### src/rtl/cpu_skid_fifo_pkg.sv
// Shared CPU pipeline defines for the skid FIFO: count-width helper and
// the legality rule for the DEPTH parameter.
package cpu_skid_fifo_pkg;

   // Width needed to hold a count from 0 up to and including depth.
   function automatic int cw_of(input int depth);
      return $clog2(depth + 1);
   endfunction

   // DEPTH must be a power of two no smaller than 2 so pointers wrap for free.
   function automatic bit depth_ok(input int depth);
      return (depth >= 2) && ((depth & (depth - 1)) == 0);
   endfunction

endpackage

### src/rtl/cpu_skid_fifo_mem.sv
// DEPTH x DW register array: one synchronous write port, one asynchronous
// read port. Contents are deliberately unreset; the top masks empty reads.
module cpu_skid_fifo_mem #(
   parameter int DW    = 32,
   parameter int DEPTH = 2,
   parameter int AW    = $clog2(DEPTH)
) (
   input  logic          i_clock,
   input  logic          wr_en,
   input  logic [AW-1:0] wr_addr,
   input  logic [DW-1:0] wr_data,
   input  logic [AW-1:0] rd_addr,
   output logic [DW-1:0] rd_data
);

   logic [DW-1:0] mem [DEPTH];

   // Store the incoming word at the write pointer.
   always_ff @(posedge i_clock) begin
      if (wr_en) begin
         mem[wr_addr] <= wr_data;
      end
   end

   assign rd_data = mem[rd_addr];

endmodule

### src/rtl/cpu_skid_fifo.sv
// Valid/ready skid FIFO between CPU pipeline stages. Holds up to DEPTH
// words; REG_OUT=0 passes a word straight through when empty, REG_OUT=1
// always presents the output from storage. i_flush drops everything held.
module cpu_skid_fifo
   import cpu_skid_fifo_pkg::*;
#(
   parameter int DW      = 32,
   parameter int DEPTH   = 2,
   parameter int REG_OUT = 0
) (
   input  logic                      i_clock,
   input  logic                      i_reset,
   input  logic                      i_flush,
   input  logic                      i_valid,
   input  logic [DW-1:0]             i_data,
   output logic                      o_ready,
   output logic                      o_valid,
   output logic [DW-1:0]             o_data,
   input  logic                      i_ready,
   output logic [cw_of(DEPTH)-1:0]   o_count
);

   localparam int CW = cw_of(DEPTH);
   localparam int PW = $clog2(DEPTH);

   if (!depth_ok(DEPTH)) begin : g_bad_depth
      $error("cpu_skid_fifo: DEPTH must be a power of two and >= 2");
   end

   logic [PW-1:0] rp;
   logic [PW-1:0] wp;
   logic [CW-1:0] count;
   logic [DW-1:0] head;
   logic          empty;
   logic          full;
   logic          push;
   logic          pop;
   logic          bypass;
   logic          do_push;
   logic          do_pop;
   logic          wr_en;

   assign empty = (count == '0);
   assign full  = (count == CW'(DEPTH));

   // Handshake and data presentation; ready comes only from registered state.
   always_comb begin
      o_ready = !full;
      o_valid = (REG_OUT != 0) ? !empty : (!empty || i_valid);
      o_data  = '0;
      if (!empty) begin
         o_data = head;
      end else if ((REG_OUT == 0) && i_valid) begin
         o_data = i_data;
      end
   end

   assign push    = i_valid && o_ready;
   assign pop     = o_valid && i_ready;
   // An empty bypass transfer never touches storage or pointers.
   assign bypass  = (REG_OUT == 0) && empty && push && pop;
   assign do_push = push && !bypass;
   assign do_pop  = pop && !bypass;
   assign wr_en   = do_push && i_reset && !i_flush;
   assign o_count = count;

   cpu_skid_fifo_mem #(
      .DW    (DW),
      .DEPTH (DEPTH),
      .AW    (PW)
   ) u_mem (
      .i_clock (i_clock),
      .wr_en   (wr_en),
      .wr_addr (wp),
      .wr_data (i_data),
      .rd_addr (rp),
      .rd_data (head)
   );

   // Pointer and occupancy update: reset beats flush, flush beats transfers.
   always_ff @(posedge i_clock) begin
      if (!i_reset) begin
         rp    <= '0;
         wp    <= '0;
         count <= '0;
      end else if (i_flush) begin
         rp    <= '0;
         wp    <= '0;
         count <= '0;
      end else begin
         if (do_push) begin
            wp <= wp + PW'(1);
         end
         if (do_pop) begin
            rp <= rp + PW'(1);
         end
         unique case ({do_push, do_pop})
            2'b10:   count <= count + CW'(1);
            2'b01:   count <= count - CW'(1);
            default: count <= count;
         endcase
      end
   end

endmodule

### config.mk
export PLATFORM = sky130hd
export DESIGN_NAME = cpu_skid_fifo
export DESIGN_NICKNAME = d
export VERILOG_FILES = /design/src/rtl/cpu_skid_fifo_pkg.sv /design/src/rtl/cpu_skid_fifo_mem.sv /design/src/rtl/cpu_skid_fifo.sv
export SDC_FILE = /design/constraint.sdc
export NUM_CORES = 1
export LEC_CHECK = 0
export CORE_MARGIN = 5
export CORE_UTILIZATION = 40
export CTS_CLUSTER_SIZE = 12
export DETAILED_ROUTE_END_ITERATION = 10
export PLACE_DENSITY = 0.75
export SLEW_MARGIN = 25
export SYNTH_ARGS = -nofsm -noshare
export SYNTH_HDL_FRONTEND = slang
export SYNTH_SLANG_ARGS = --single-unit
### constraint.sdc
create_clock -name i_clock -period 4.5 [get_ports i_clock]
set_input_delay 0.9 -clock i_clock [delete_from_list [all_inputs] [get_ports i_clock]]
set_output_delay 0.9 -clock i_clock [all_outputs]
set_load 0.01 [all_outputs]
==> results.yml <==
clock_tree:
  cts.sinks: 69
  cts_hold_buffers: 0
  numCtsBuffers: 9
  cts_buffer_depth: 2
  clk_latency_ns: 0.33
  clk_pin_slew_ns: 0.06
  cts.repair.resized: 0
  cts_max_level: 3
  cts_tree: "done"
  post_cts_buffers: 0
  root_buffer: "clkbuf_8"
timing:
  min_period_over_period_pct: 76.0
  slew_headroom_pct: 31.7
  finalSetupViolations: 0
  fmax_ghz: 0.292
  tns_ns: 0
  period_needed_ns: 3.42
  finalMaxSlewViolations: 0
  worst_slew_pin_slew_ns: 1.02
  hold_viol: 0
  finClkSkew_ns: 0.00477
  rsz0062_at_grt: "no"
synth:
  synth_edf_count: 64
  yosys_register_bits: 69
  synth_ff_type: "edfxtp_1"
  ys_seq_area_share_pct: 69.8
  yosys.area.top_type: "edfxtp_1"
  synth_area_um2: 2900
  synth_area_leaders: "edfxtp_1, mux2i_1, o21ai_1"
  yosysWarnings: 0
  synth_top_area_share_pct: 66.3
  ys_types: 22
  synth_area_per_cell_um2: 14.2
  postSynthCellCount: 204
  async_reset_ff_share_pct: 0
  syn-num-nets: 242
cells_and_area:
  syn_to_final_growth_pct: 34.0
  mostFrequentLayoutCells: "clkdlybuf4s50_1, edfxtp_1, o21ai_1, mux2i_1, nand3_1"
  drive_gt1_share_pct: 8.19
  antennaDiodeCount: 0
  final_cell_count_no_fill: 380
  final_common_cell: "clkdlybuf4s50_1"
  n_fill_cell: 631
  utilization_pct: 54.4
  nNetsFinal: 314
  stdcell_area_um2: 3880
worst_hold_path:
  hold_end: "rp"
  hp-class: "reg2reg"
  hold_path_depth: 2
  hp-start: "rp"
setup_path:
  r2r-start: "o_count[0]"
  rrSetupSlack_ns: 2.64
  crit_fanout: 35
  critPathRequiredTime_ns: 3.60
  cp-start-kind: "flip-flop"
  r2r_end: "u_mem.mem[0][15]"
  path_class: "reg2out"
  ff2ff_path_depth: 2
  crit_arrival_ns: 2.52
  endpoint_kind: "primary output"
global_routing:
  grt_max_degree: 36
  grt-ovfl-total: 0
  grt_pass1_wl_mm: 8.96
  track_usage_pct: 13.1
  grt_pass1_vias: 1822
  antenna_found_initial: 0
floorplanning:
  core_um2: 7140
  fp.dieH_um: 95.1
  rows: 31
  initial_utilization_pct: 40.6
  dieArea_um2: 9050
  die_x_um: 95.1
  io_pins: 73
routing:
  ant_nets: 0
  first_iter_violations: 75
  firstDrtPassIters: 4
  via_per_inst: 4.83
  routedWlPerCell_um: 14.8
  vias: 1837
  drt_wl_total_mm: 5.62
  drc: 0
power:
  peakVddDrop_mv: 0.181
  p_total_mw: 1.34
  p_leak_nw: 1.23
  powerDensity_nw_per_um2: 345
placement:
  dp.cells: 364
  place.gp.congestion: 0.700
  portBuffers: 72
  dp_hpwl_mm: 3.73
  place_area_um2: 3700
run:
  max_cap_viol_count: 0
outcome:
  run_status: "finished clean"
## stage by stage
stage	setup WS [ns]	hold WS, ns
2_1_floorplan	0.661	0.472
3_3_place_gp	1.07	0.484
3_5_place_dp	1.07	0.492
4_1_cts	1.00	0.510
5_1_grt	0.823	0.546
6_report	1.08	0.505
## area by class of cell
| type | instances | area (um^2) | area share [%] |
|---|---|---|---|
| Inverter | 2 | 7.51 | 0.193 |
| Multi-Input combinational cell | 118 | 798 | 20.6 |
| Timing Repair Buffer | 76 | 751 | 19.3 |
| Sequential cell | 69 | 2020 | 52.1 |
| Clock inverter | 7 | 56.3 | 1.45 |
| Tap cell | 99 | 124 | 3.19 |
| Clock buffer | 9 | 124 | 3.19 |
## sequential cells by signal (all words and copies together), names as in the netlist, named ones only
signal     flops
wp             1
rp             1
o_count        2
u_mem.mem     64
## synthesized netlist by cell type, drive strengths merged, types with 2 or more instances
| cell | n |
|---|---|
| nand2b | 3 |
| nand3 | 32 |
| xor2 | 2 |
| edfxtp | 64 |
| o21ai | 35 |
| or3 | 2 |
| dfxtp | 5 |
| clkbuf | 3 |
| inv | 2 |
| mux2i | 33 |
| buf | 12 |
| nor2 | 6 |
## where the power goes
group	total [mW]	switching (mW)	leakage, nW	internal, mW
clock	0.456	0.209	0.0953	0.247
sequential	0.716	0.00606	0.619	0.710
combinational	0.169	0.0743	0.520	0.0951
## kinds of logic after synthesis
group | after synthesis | synth area share, %
fa+ha+maj | 1 | 0.432
flops | 69 | 69.8
xor+xnor | 3 | 0.907
mux | 33 | 11.4
buf+inv | 17 | 3.11
compound gates | 36 | 6.35
simple gates | 45 | 8.03
## per-layer routing
metal / share of wire, % / vias up / routed length [um] / GRT usage, %
met1: 42 / 864 / 2380 / 16.9
met5: 0 / - / 0 / 0
met4: 1.7 / 0 / 93 / 5.77
met2: 50 / 47 / 2830 / 20.8
met3: 5.8 / 10 / 324 / 3.55
li1: - / 916 / - / -
## worst max-delay path by stage
| stage | cells past startpoint | endpoint | slack (ns) | start |
|---|---|---|---|---|
| after detailed placement | 5 | o_data[6] | 1.07 | i_valid |
| after global routing | 5 | o_data[22] | 0.82 | o_count[0] |
| after global placement | 5 | o_data[0] | 1.07 | i_valid |
| after CTS | 5 | o_data[29] | 1.00 | o_count[0] |
| final | 5 | o_data[26] | 1.08 | o_count[0] |
| after floorplan | 3 | u_mem.mem[1][0] | 0.66 | i_valid |
## worst max-delay path: stages (launching register included)
cell and delay [ns]:
dfxtp_1 0.41, nor2_4 0.59, buf_4 0.41, nand3_1 0.11, o21ai_1 0.10, clkdlybuf4s50_1 0.56
Note: power is estimated with default switching activity, not from simulation.
